<file path="src/rtl/branch_predictor_pkg.sv">
// Shared definitions for the branch predictor slice.
//   - bht_state_e : 2-bit saturating counter states (SNT, WNT, WT, ST)
//   - BHT_RESET   : counter value loaded on reset
//   - F3_*        : conditional-branch funct3 codes, shared with the comparator
//   - DEFAULT_INDEX_BITS : default table index width
//   - bht_next()  : saturating counter update
package branch_predictor_pkg;

    typedef enum logic [1:0] {
        SNT = 2'b00,
        WNT = 2'b01,
        WT  = 2'b10,
        ST  = 2'b11
    } bht_state_e;

    localparam bht_state_e BHT_RESET = WNT;

    localparam logic [2:0] F3_BEQ  = 3'b000;
    localparam logic [2:0] F3_BNE  = 3'b001;
    localparam logic [2:0] F3_BLT  = 3'b100;
    localparam logic [2:0] F3_BGE  = 3'b101;
    localparam logic [2:0] F3_BLTU = 3'b110;
    localparam logic [2:0] F3_BGEU = 3'b111;

    localparam int unsigned DEFAULT_INDEX_BITS = 6;

    function automatic bht_state_e bht_next(input bht_state_e state, input logic taken);
        logic [1:0] raw;
        raw = state;
        if (taken) begin
            if (raw != 2'b11) raw = raw + 2'd1;
        end else begin
            if (raw != 2'b00) raw = raw - 2'd1;
        end
        return bht_state_e'(raw);
    endfunction

endpackage

</file>
<file path="src/rtl/branch_predictor_bht_array.sv">
// Branch history table: 2^INDEX_BITS entries of 2-bit saturating counters.
// Ports:
//   i_clk, i_rst          : clock, synchronous active-high reset (all entries -> WNT)
//   i_rd_idx / o_rd_state : asynchronous read port
//   i_wr_en, i_wr_idx     : synchronous update port
//   i_wr_taken            : update direction (1 = increment, 0 = decrement, saturating)
// A read of the index being written returns the pre-update value.
module bht_array
    import branch_predictor_pkg::*;
#(
    parameter int unsigned INDEX_BITS = DEFAULT_INDEX_BITS
) (
    input  logic                  i_clk,
    input  logic                  i_rst,
    input  logic [INDEX_BITS-1:0] i_rd_idx,
    output logic [1:0]            o_rd_state,
    input  logic                  i_wr_en,
    input  logic [INDEX_BITS-1:0] i_wr_idx,
    input  logic                  i_wr_taken
);

    localparam int unsigned DEPTH = 2 ** INDEX_BITS;

    bht_state_e table_q [DEPTH];

    always_ff @(posedge i_clk) begin
        if (i_rst) begin
            for (int unsigned i = 0; i < DEPTH; i++) begin
                table_q[i] <= BHT_RESET;
            end
        end else if (i_wr_en) begin
            table_q[i_wr_idx] <= bht_next(table_q[i_wr_idx], i_wr_taken);
        end
    end

    always_comb begin
        o_rd_state = table_q[i_rd_idx];
    end

endmodule

</file>
<file path="src/rtl/branch_predictor.sv">
// Conditional-branch predictor with flush/redirect generation and event counters.
// Configuration macro: BRANCH_PREDICT_EN
//   defined   : dynamic prediction from a bht_array of 2-bit counters
//   undefined : no table, static not-taken prediction
// Ports:
//   i_clk, i_rst        : clock, synchronous active-high reset
//   i_stall             : blocks resolution, training and counting
//   i_id_branch, i_id_pc: ID-stage branch lookup
//   o_pred_taken        : ID prediction (suppressed while EX flushes)
//   i_ex_*              : EX-stage branch, PC, carried prediction, outcome, target
//   o_flush             : squash IF/ID
//   o_redirect_pc       : corrected fetch PC while o_flush is high, else 0
//   o_branch_count      : resolved branches
//   o_mispredict_count  : mispredicted branches
module branch_predictor
    import branch_predictor_pkg::*;
#(
    parameter int unsigned INDEX_BITS = DEFAULT_INDEX_BITS
) (
    input  logic        i_clk,
    input  logic        i_rst,
    input  logic        i_stall,
    input  logic        i_id_branch,
    input  logic [31:0] i_id_pc,
    output logic        o_pred_taken,
    input  logic        i_ex_branch,
    input  logic [31:0] i_ex_pc,
    input  logic        i_ex_pred_taken,
    input  logic        i_ex_taken,
    input  logic [31:0] i_ex_target,
    output logic        o_flush,
    output logic [31:0] o_redirect_pc,
    output logic [31:0] o_branch_count,
    output logic [31:0] o_mispredict_count
);

    logic        resolve;
    logic        mispredict;
    logic [31:0] branch_count_q;
    logic [31:0] mispredict_count_q;

    assign resolve = i_ex_branch & ~i_stall;

`ifdef BRANCH_PREDICT_EN
    logic [1:0] id_state;
    logic       unused_pc_bits;

    assign unused_pc_bits = ^{i_id_pc[31:INDEX_BITS+2], i_id_pc[1:0],
                              i_ex_pc[1:0], id_state[0]};

    bht_array #(
        .INDEX_BITS (INDEX_BITS)
    ) u_bht (
        .i_clk      (i_clk),
        .i_rst      (i_rst),
        .i_rd_idx   (i_id_pc[INDEX_BITS+1:2]),
        .o_rd_state (id_state),
        .i_wr_en    (resolve),
        .i_wr_idx   (i_ex_pc[INDEX_BITS+1:2]),
        .i_wr_taken (i_ex_taken)
    );

    always_comb begin
        mispredict    = resolve & (i_ex_taken ^ i_ex_pred_taken);
        o_flush       = mispredict;
        o_redirect_pc = '0;
        if (mispredict) begin
            o_redirect_pc = i_ex_taken ? i_ex_target : (i_ex_pc + 32'd4);
        end
        // The ID instruction is squashed by an EX flush, so its prediction is dropped.
        o_pred_taken  = i_id_branch & id_state[1] & ~o_flush;
    end
`else
    logic unused_static_inputs;

    assign unused_static_inputs = ^{i_id_branch, i_id_pc, i_ex_pc, i_ex_pred_taken};

    // Static not-taken: every taken branch is a misprediction.
    always_comb begin
        mispredict    = resolve & i_ex_taken;
        o_flush       = mispredict;
        o_redirect_pc = mispredict ? i_ex_target : '0;
        o_pred_taken  = 1'b0;
    end
`endif

    always_ff @(posedge i_clk) begin
        if (i_rst) begin
            branch_count_q     <= '0;
            mispredict_count_q <= '0;
        end else if (resolve) begin
            branch_count_q <= branch_count_q + 32'd1;
            if (mispredict) begin
                mispredict_count_q <= mispredict_count_q + 32'd1;
            end
        end
    end

    assign o_branch_count     = branch_count_q;
    assign o_mispredict_count = mispredict_count_q;

endmodule

</file>
<file path="config.mk">
export PLATFORM = sky130hd
export DESIGN_NAME = branch_predictor
export DESIGN_NICKNAME = d
export VERILOG_FILES = /design/src/rtl/branch_predictor_pkg.sv /design/src/rtl/branch_predictor_bht_array.sv /design/src/rtl/branch_predictor.sv
export SDC_FILE = /design/constraint.sdc
export NUM_CORES = 1
export LEC_CHECK = 0
export BUFFER_PORTS_ARGS = -buffer_cell sky130_fd_sc_hd__buf_2
export CAP_MARGIN = 20
export CORE_MARGIN = 8
export CORE_UTILIZATION = 47
export DETAILED_ROUTE_END_ITERATION = 12
export HOLD_SLACK_MARGIN = 0.08
export PLACE_DENSITY_LB_ADDON = 0.08
export SYNTH_ARGS = -nofsm -noshare
export SYNTH_HDL_FRONTEND = slang
export SYNTH_SLANG_ARGS = --single-unit
</file>
<file path="constraint.sdc">
create_clock -name i_clk -period 3 [get_ports i_clk]
set_input_delay 0.3 -clock i_clk [delete_from_list [all_inputs] [get_ports i_clk]]
set_output_delay 0.3 -clock i_clk [all_outputs]
set_load 0.05 [all_outputs]
</file>
==> results.cfg <==
[clock_network]
clk_pin_slew_ns = 0.07
clkLatencyLatePin_ns = 0.34
cts-hold-fix-buffers = 0
root_buffer = clkbuf_8
cts_buffers = 9
ctsResizeCount = 0
clock-sinks = 64
htreeDepth = 3
cts_tree = yes
cts_buffer_depth = 2
cts_setup_buffers = 0

[timing]
hold_ws_ns = 0.437
worstMarginPinSlew_ns = 0.662
hold_viol_final = 0
relSlewSlack_pct = 55.9
fin_crit_sh_pct = 77.2
final.setup.worst_slack_ns = 0.683
setup_violations = 0
clock-skew-final_ns = 0.0105
fmax_mhz = 432
rsz0062_at_grt = no
setup_tns_ns = 0
finalCriticalPeriod_ns = 2.32
drv_slew = 0

[placement]
place_inst = 610
pre_cts_slack_ns = 0.552
place.gp.congestion = 0.798
place_area_um2 = 4020
dp_hpwl_mm = 7.03
io_buffers = 133

[worst_setup_path]
crit_cells = 5
cp_slowest_cell = or4_1
criticalPathCategory = flip-flop to flip-flop
reg2reg_depth = 5
crit_buf_inv = 1
cp.required_ns = 3.23
worstPathArrival_ns = 2.54
end_kind = flip-flop
critPathMaxStageDelay_ns = 0.76
crit_family = simple AND/OR/NAND/NOR gates
crit_path_cell_trace = buf_4 -> nand4_1 -> or4_1 -> nor4_1 -> mux2_2
cp_max_fo = 20
startpoint_type = flip-flop

[routing]
first_iter_violations = 155
drt_wl_total_mm = 9.53
drc_errors = 0
dr.pass1.iters = 4
wl_per_cell_um = 15.2
viasPerCell = 5.59
antenna_left = 0
vias = 3498

[floorplanning]
initial_core_util_pct = 48.8
ios = 201
die_x_um = 100
core_area_um2 = 6830
die-area_um2 = 10100
num_rows = 30
die_y_um = 100

[finish]
most-common-layout-cells = buf_2 (133), dfxtp_1 (64), a21oi_1 (40)
drive_above_1_share_pct = 30.4
layout_commonest_cell = buf_2
design_area_um2 = 4240
areaGrowthSynthToFinish_pct = 27.0
diodes = 0
instances_no_fill = 626
fin_nets = 630
fillers = 635

[power_and_ir_drop]
comb_power_share_pct = 7.7
ir_drop_mv = 0.240
sw_frac_of_total_pct = 23.8
p_int_uw = 1380
p_sw_uw = 431
pwr-share-seq_pct = 47.2
p_leak_uw = 0.00184
power_density_nw_per_um2 = 428
clockPowerShare_pct = 45.1

[global_route]
track_usage_pct = 18.4
grt_pass1_vias = 3343
grt_max_degree = 37
antenna_found_initial = 0
grt_pass1_wl_mm = 15.5
overflow = 0

[yosys]
netlist_area_um2 = 3340
synth_top_area_share_pct = 38.4
seq_area_frac_synth_pct = 38.4
synth_seq_cells = 64
syn_nets = 513
syn_avg_cell_area_um2 = 8.18
synth_cell_types = 35
yosys_warnings = 0
synth_top_area_cell = dfxtp_1
synth_area_leaders = dfxtp_1 (38%), or4_1 (6.7%), and3_1 (6.6%)
synth_cells = 408

[run]
drv_cap = 0

[min_path]
min_path_type = input pin to flip-flop
whs_path_depth = 4

[outcome]
status = complete, no violations
path summary, 6_finish.rpt:
| kind | start | end | slack (ns) |
|---|---|---|---|
| min | i_stall | o_branch_count[1] | 0.44 |
| max | o_mispredict_count[2] | o_mispredict_count[29] | 0.68 |
| max reg2reg | o_mispredict_count[2] | o_mispredict_count[29] | 0.68 |
| min reg2reg | o_mispredict_count[31] | o_mispredict_count[31] | 0.49 |
kinds of logic after synthesis:
| group | share of synthesized area (%) |
|---|---|
| flops | 38.4 |
| fa+ha+maj | 0.750 |
| buf+inv | 5.32 |
| mux | 1.99 |
| other cells | 0.112 |
| simple gates | 34.8 |
| xor+xnor | 4.72 |
| compound gates | 13.9 |
cell type report:
class,count,area (um^2),area share (%)
multi-input combinational,303,1880,44.3
inverter,9,33.8,0.797
clock inverter,5,80.1,1.89
tap,96,120,2.83
clock buffer,11,141,3.34
timing repair buffer,138,703,16.6
sequential,64,1280,30.2
sequential cells by signal, indices dropped and copies added, names as in the netlist:
register,cells
o_mispredict_count,32
o_branch_count,32
power by group through the flow:
stage / Combinational (uW) / Clock [uW] / Sequential (uW)
floorplan: 84.2 / 0 / 884
global placement: 138 / 0 / 875
detailed placement: 141 / 0 / 875
CTS: 141 / 846 / 855
global route: 149 / 881 / 856
finish: 140 / 818 / 855
worst reg2reg max path: cells and delay by family (launching register included):
family / cells / cell delay [ns]
buf+inv: 1 / 0.15
flops: 1 / 0.31
mux: 1 / 0.37
simple gates: 3 / 1.38
cell usage after synthesis:
master	count
dfxtp_1	64
a21oi_1	40
nand4b_1	1
nand3b_1	1
and3_1	35
nor3_1	4
or4_4	2
mux2_2	5
o31ai_1	27
and4b_1	2
buf_6	2
nor4_1	6
conb_1	1
nand2_1	26
o21ai_0	12
buf_1	4
and2_1	4
ha_1	2
nand3_2	1
or4_1	30
nand2b_1	1
clkbuf_1	21
nor2b_1	6
buf_4	1
xnor2_1	10
or3_1	12
xor2_1	8
nand4_1	13
buf_2	4
and4_1	8
and3b_1	1
nand3_1	20
inv_1	9
mux2i_1	1
nor2_1	24
metal layers:
layer  GRT usage [%]  vias up  routed length, um  part of all wire (%)
met1            21.0     1633               3950                    41
met4            5.70        0                104                   1.1
met2            31.7      102               4800                    50
met3            6.09       10                683                   7.2
met5               0        -                  0                     0
li1                -     1753                  -                     -
stage by stage:
step | total power, uW | utilization [%]
floorplan | 968 | -
global placement | 1010 | 58.8
detailed placement | 1020 | 58.8
CTS | 1840 | 62.0
global route | 1890 | 62.0
finish | 1810 | 62.0
(Power assumes the default switching activity.)
